**config.mk**
```make
export PLATFORM = sky130hd
export DESIGN_NAME = tmplct_dly_pipe
export DESIGN_NICKNAME = d
export VERILOG_FILES = /design/src/rtl/tmplct_dly_pipe.sv
export SDC_FILE = /design/constraint.sdc
export NUM_CORES = 1
export LEC_CHECK = 0
export CORE_MARGIN = 8
export CORE_UTILIZATION = 40
export DETAILED_ROUTE_END_ITERATION = 10
export GPL_ROUTABILITY_DRIVEN = 0
export PLACE_DENSITY_LB_ADDON = 0.2
export SETUP_SLACK_MARGIN = 0.15
export SLEW_MARGIN = 30
export SYNTH_ARGS = -nofsm -noshare
export SYNTH_HDL_FRONTEND = slang
export SYNTH_SLANG_ARGS = --single-unit
export TNS_END_PERCENT = 10
```
**constraint.sdc**
```tcl
create_clock -name CLK -period 6.5 [get_ports CLK]
set_clock_uncertainty 0.2 [all_clocks]
set_input_delay 1.95 -clock CLK [delete_from_list [all_inputs] [get_ports CLK]]
set_output_delay 1.95 -clock CLK [all_outputs]
set_load 0.03 [all_outputs]
```
**src/rtl/tmplct_dly_pipe.sv**
```systemverilog
// Programmable TMB/LCT delay line: circular buffer of depth 2^DBITS with
// change-safe blanking so no pre-change or stale sample is ever presented.
//
// state | meaning
// ------+---------------------------------------------------------------
// INIT  | after reset; first edge loads DELAY unconditionally
// FILL  | buffer still holds pre-change samples; output blanked
// RUN   | buffer fully refilled; DOUT delayed by exactly DLY_CUR clocks
module tmplct_dly_pipe #(
  parameter int WIDTH = 1,
  parameter int DBITS = 5
) (
  input  logic             CLK,
  input  logic             RST,
  input  logic [WIDTH-1:0] DIN,
  input  logic [DBITS-1:0] DELAY,
  output logic [WIDTH-1:0] DOUT,
  output logic             VALID,
  output logic [DBITS-1:0] DLY_CUR,
  output logic             DLY_CHG
);

  localparam int DEPTH = 1 << DBITS;

  typedef enum logic [1:0] {INIT, FILL, RUN} state_t;

  state_t           state;
  logic [DBITS-1:0] wp;
  logic [DBITS-1:0] fcnt;
  logic [DBITS-1:0] rd_addr;
  logic             reload;
  logic [WIDTH-1:0] mem [DEPTH];

  // INIT reloads even when DELAY already matches the reset value of DLY_CUR
  assign reload = (state == INIT) || (DELAY != DLY_CUR);

  // Storage is deliberately not reset; blanking hides anything stale.
  always_ff @(posedge CLK) begin
    mem[wp] <= DIN;
  end

  always_ff @(posedge CLK or posedge RST) begin
    if (RST) begin
      state   <= INIT;
      wp      <= '0;
      fcnt    <= '0;
      DLY_CUR <= '0;
      DLY_CHG <= 1'b0;
    end else begin
      wp <= wp + DBITS'(1);
      if (reload) begin
        DLY_CUR <= DELAY;
        fcnt    <= DELAY;
        DLY_CHG <= 1'b1;
        state   <= (DELAY != '0) ? FILL : RUN;
      end else begin
        DLY_CHG <= 1'b0;
        if (state == FILL) begin
          if (fcnt == DBITS'(1)) begin
            state <= RUN;
            fcnt  <= '0;
          end else begin
            fcnt <= fcnt - DBITS'(1);
          end
        end
      end
    end
  end

  // Read never lands on wp unless DLY_CUR is 0, which takes the bypass.
  assign rd_addr = wp - DLY_CUR;
  assign VALID   = (state == RUN);
  assign DOUT    = VALID ? ((DLY_CUR == '0) ? DIN : mem[rd_addr]) : '0;

endmodule
```
==> out/results.tsv, run 1 <==
metric	value	unit
die area	8980	sq um
Filler cells	552	
cells along the critical path	inv_1 -> ha_1 -> fa_1 -> mux4_2 -> nor2b_1 -> a2111oi_0 -> nand4bb_1 -> o21ai_0 -> clkdlybuf4s50_1	
all-layer global routing usage	0.119	
fraction of registers with async set or reset after synthesis	0.360	
final period utilization	0.877	
setup ws final	798	ps
Seq cells post-synth	50	
Top delay family on crit path	adder cells	
Placement Rows	28	
Crit Path Class	reg2out	
worst hold path type	reg2reg	
Leak	0.00105	uW
Antenna Cells	0	
post-CTS setup buffer count	0	
TNS Setup	0	ps
vias in the first global route	1616	
Worst EP required	4350	ps
post-place setup slack	901	ps
vias per cell	5.20	
initial antenna violation count	0	
Final nets	235	
Critical Path Max Stage Delay	790	ps
largest net degree at the start of global routing	33	
Worst Setup End Kind	output pin	
CTS Buffer Depth	2	
H-tree levels	2	
CP Data Arrival Time	3550	ps
sequential fraction of the synthesis area	0.569	
hpwl dp	3580	microns
Synth Net Count	225	
R2R Setup Slk	4310	ps
Hold Path Cell Cnt	1	
Die Height	94.8	microns
Pins Over Slew Limit	0	
setup violators final	0	
maxcap violations	0	
final wirelength	4810	microns
Clock Root Buffer	clkbuf_8	
Crit Path Max Fanout	8	
Buf+Inv Stages, Crit Path	2	
clk slew on worst S/H paths	90	ps
wire per inst	16.5	microns
drt pass-1 iters	6	
Slew headroom	0.523	
Hold Vio Cnt, Final	0	
Initial Util	0.417	
FF-to-FF End	fcnt[4]	
Routed Antenna Nets	0	
Hold EP	fcnt[3]	
pwr dens	224	nW/um^2
Iteration-0 DRC Markers	83	
CTS buffer count	5	
global-route wire length before repair	8200	microns
Worst R2R Start	DLY_CUR[3]	
core area	5960	sq um
share of cells above drive strength 1	0.101	
hold_sp	fcnt[3]	
die width	94.8	microns
fin util	0.469	
clk sink count	50	
Least-Margin Pin Slew	714	ps
ys flop type	edfxtp_1	
R2R depth	6	
Residual DRC	0	
gate count of the mapped netlist	206	
maximum vdd ir drop	0.000163	V
Crit-path slowest cell	fa_1	
Max Freq	0.175	GHz
CP startpoint kind	register	
Synth Area per Inst	12.0	sq um
TritonCTS clock tree	yes	
Hold Buf Count CTS	0	
PostCTS Resize Cnt	0	
Unique masters post-synth	37	
fin crit period	5700	ps
I/O pin count	16	
I/O Buffers	15	
status	finished, final reports clean	
insertion delay to the later sink of the worst-skew pair	300	ps
Layout area overhead	12.5	%
grt ovf	0	
Synth Cell Area	2480	sq um
RSZ-0062 raised after global routing	no	
DR vias	1517	
Yosys warnings	0	
Post-synth EDFFs	32	
==> synth_stat cells (2+ instances only) <==
master      n  area share
edfxtp_1   32        0.39
nor2_1     37       0.056
a221o_1     2      0.0081
nor3_1      4      0.0081
mux4_2      8       0.073
ha_1       10       0.050
o2bb2ai_1   2      0.0071
clkbuf_1   11       0.017
inv_1      12       0.018
dfrtp_1    18        0.18
nand2_1    13       0.020
nand3_1     4      0.0081
a21oi_1     3      0.0060
nor2b_1     3      0.0076
xnor2_1     7       0.025
nand2b_1    7       0.018
o21ai_0     6       0.012
a32oi_1     2      0.0071
a2111oi_0   2      0.0071
mux2i_1     2      0.0081
xor2_1      5       0.018
==> flip-flops by register name, summed over array words and instances, names as in the netlist <==
name     cells
state        2
DLY_CUR      5
fcnt         5
mem         32
wp           5
DLY_CHG      1
==> cells by family (layout without fill, tap and decap cells) <==
family | Yosys count | count (layout) | share of synthesized area
AND/OR/NAND/NOR | 76 | 76 | 0.145
AO/OA/AOI/OAI | 21 | 21 | 0.0585
multiplexers | 11 | 11 | 0.0852
adder cells (fa/ha/maj) | 11 | 11 | 0.0585
buffers and inverters | 25 | 36 | 0.0413
flip-flops | 50 | 50 | 0.569
XOR/XNOR | 12 | 12 | 0.0424
==> worst max path at each step <==
| stage | startpoint | slack, ps | to | cells past startpoint |
|---|---|---|---|---|
| final | wp[0] | 800 | DOUT | 9 |
| after global routing | wp[0] | 550 | DOUT | 9 |
| after CTS | wp[0] | 790 | DOUT | 9 |
| after detailed placement | DIN | 900 | DOUT | 4 |
| after global placement | DIN | 880 | DOUT | 4 |
| after floorplan | DLY_CUR[0] | 1570 | DOUT | 8 |
==> worst reg2reg max path, stage by stage, from the launching register on <==
cell	delay, ps
dfrtp_1	440
xnor2_1	170
nand3_1	140
or4_4	590
nor2_1	260
and4b_1	230
a221o_1	110
==> layer usage <==
metal	up-vias	part of all wire	wire length [microns]	GRT usage
li1	736	-	-	-
met1	762	0.46	2200	0.142
met2	14	0.50	2390	0.201
met3	5	0.029	140	0.0317
met4	0	0.015	74	0.0468
met5	-	0	0	0
==> cell type report <==
| cell class | count | area [sq um] | area share |
|---|---|---|---|
| clock buffer | 5 | 68.8 | 0.0247 |
| timing repair buffer | 16 | 158 | 0.0565 |
| clock inverter | 3 | 47.5 | 0.0170 |
| sequential | 50 | 1410 | 0.506 |
| inverter | 12 | 45.0 | 0.0161 |
| tap | 75 | 93.8 | 0.0336 |
| multi-input combinational | 131 | 967 | 0.346 |
==> stage by stage <==
stage	instances	cell area (sq um)	hold slack (ps)	total power [uW]
after floorplan	206	2480	279	388
after global placement	284	2680	310	408
after detailed placement	284	2680	323	408
after CTS	292	2790	343	634
after global routing	292	2790	364	649
final	292	2790	344	626
==> cells in the final DEF (no fill, tap or decap), types with 3 or more instances in the layout <==
cell type	n
inv_1	12
o21ai_0	6
mux4_2	8
a21oi_1	3
nor2_1	37
nor3_1	4
nand2b_1	7
dfrtp_1	18
xor2_1	5
nand2_1	13
xnor2_1	7
nor2b_1	3
nand3_1	4
clkbuf_8	5
clkdlybuf4s50_1	15
ha_1	10
edfxtp_1	32
==> report_power, final <==
part	total [uW]	switching [uW]	leakage, uW	internal (uW)
logic	51.8	28.2	0.000493	23.6
registers	349	5.41	0.000498	343
clock network	225	108	0.0000587	117
total	626	142	0.00105	484
Power figures use the tool's default switching activity.
==> run 2: changes to the inputs <==
- RECOVER_POWER: default -> 50
==> out/results.tsv, run 2 (same netlist as run 1, synthesis figures left out) <==
metric	value	unit	change
drt pass-1 iters	6		unchanged
M3 GR Usage	0.0317		unchanged
Final nets	235		unchanged
switching power	142	uW	about the same
clock share of power	0.360		about the same
maximum vdd ir drop	0.000163	V	unchanged
hpwl dp	3580	microns	unchanged
R2R Setup Slk	4310	ps	about the same
Hold Vio Cnt, Final	0		unchanged
Worst R2R Start	DLY_CUR[3]		
Crit Path Class	reg2out		
H-tree levels	2		unchanged
Antenna Cells	0		unchanged
die width	94.8	microns	unchanged
fin crit period	5700	ps	-1.00 ps
Die Height	94.8	microns	unchanged
clk sink count	50		unchanged
Clock Root Buffer	clkbuf_8		
CP startpoint kind	register		
largest register by flop count	mem		
Iteration-0 DRC Markers	83		unchanged
clk slew on worst S/H paths	90	ps	about the same
grt peak-use layer	met2		
Layout area overhead	12.5	%	unchanged
CTS Buffer Depth	2		unchanged
post-CTS setup buffer count	0		unchanged
vias per cell	5.17		-0.40%
Worst Setup End Kind	output pin		
Routed Antenna Nets	0		unchanged
met1 Use GR	0.142		unchanged
end point of the critical path	DOUT		
maxcap violations	0		unchanged
vias in the first global route	1616		unchanged
share of cells above drive strength 1	0.101		unchanged
Residual DRC	0		unchanged
pwr dens	224	nW/um^2	-0.12%
insertion delay to the later sink of the worst-skew pair	300	ps	about the same
Worst Setup SP	wp[0]		
Placement Rows	28		unchanged
CP Data Arrival Time	3550	ps	about the same
FF-to-FF End	fcnt[4]		
final period utilization	0.877		about the same
PostCTS Resize Cnt	0		unchanged
Least-Margin Pin Slew	716	ps	+1.57 ps
core area	5960	sq um	unchanged
commonest non-fill, non-tap cells in the layout	37 x nor2_1, 32 x edfxtp_1, 18 x dfrtp_1		
TNS Setup	0	ps	unchanged
Worst EP required	4350	ps	about the same
Comb power frac	0.082		about the same
met2 Use GR	0.201		unchanged
setup violators final	0		unchanged
status	finished, final reports clean		
most common cell after layout, fill and taps aside	nor2_1		
initial antenna violation count	0		unchanged
grt ovf	0		unchanged
I/O pin count	16		unchanged
Max Freq	0.175	GHz	about the same
all-layer global routing usage	0.119		unchanged
RSZ-0062 raised after global routing	no		
Leak	0.00105	uW	+0.15%
global-route wire length before repair	8200	microns	unchanged
sequential share of power	0.558		about the same
DR vias	1511		-0.40%
CTS buffer count	5		unchanged
Pins Over Slew Limit	0		unchanged
Slew headroom	0.522		-0.00105
wire per inst	16.5	microns	unchanged
I/O Buffers	15		unchanged
sw frac	0.227		+0.000239
internal power	483	uW	-0.15%
Crit Path Max Fanout	8		unchanged
R2R depth	6		unchanged
largest net degree at the start of global routing	33		unchanged
Hold Buf Count CTS	0		unchanged
Total Power	625	uW	-0.12%
final wirelength	4810	microns	unchanged
die area	8980	sq um	unchanged
Initial Util	0.417		unchanged
TritonCTS clock tree	yes		
max reg flops	32		unchanged
worst hold path type	reg2reg		
==> run 2: changes by cell type in the layout (fill, tap and decap cells not counted), sizes merged <==
| cell | before | now |
|---|---|---|
| clkdlybuf4s50 | 15 | 9 |
| dlygate4sd3 | 0 | 6 |
==> run 2: layout make-up <==
type                       instances  area (sq um)
timing repair buffer              16           158
clock buffer                       5          68.8
fill                             552          3160
clock inverter                     3          47.5
tap                               75          93.8
sequential                        50          1410
inverter                          12          45.0
multi-input combinational        131           967
==> run 2: power by group through the flow <==
stage	Clock (uW)	Sequential (uW)	Combinational (uW)
floorplan	0	358	30.1
CTS	232	349	52.6
global route	242	350	56.5
global placement	0	356	51.7
finish	225	349	51.1
detailed placement	0	356	52.4
==> run 2: per-stage QoR <==
stage / util / hold slack (ps) / setup slack, ps / instances / area, sq um
after detailed placement: 0.449 / 323 / 901 / 284 / 2680
after global routing: 0.469 / 364 / 553 / 292 / 2790
after global placement: 0.449 / 310 / 883 / 284 / 2680
after CTS: 0.469 / 343 / 787 / 292 / 2790
final: 0.469 / 344 / 799 / 292 / 2790
after floorplan: - / 279 / 1570 / 206 / 2480
==> run 2: layer usage <==
metal,vias up,part of all wire
met4,0,0.015
li1,736,-
met1,756,0.46
met2,14,0.50
met3,5,0.029
met5,-,0
==> run 2: worst min path at each step <==
stage	to	slack [ps]	startpoint	depth (start not counted)
2_1_floorplan	fcnt[3]	280	fcnt[3]	1
3_3_place_gp	fcnt[3]	310	fcnt[3]	1
3_5_place_dp	fcnt[3]	320	fcnt[3]	1
4_1_cts	fcnt[3]	340	fcnt[3]	1
5_1_grt	fcnt[4]	360	fcnt[4]	1
6_report	fcnt[3]	340	fcnt[3]	1
==> run 2: critical path, cell delays in order (launching register included) <==
cell             delay, ps
dfrtp_1                410
inv_1                  100
ha_1                   210
fa_1                   790
mux4_2                 360
nor2b_1                140
a2111oi_0              350
nand4bb_1              170
o21ai_0                100
clkdlybuf4s50_1        610
==> run 3: changes to the inputs <==
- CTS_BUF_LIST: default -> sky130_fd_sc_hd__clkbuf_8 sky130_fd_sc_hd__clkbuf_16
- CTS_CLUSTER_DIAMETER: default -> 200
==> results of run 3 <==
No change in the layout: final DEF, timing and power equal those of run 2.
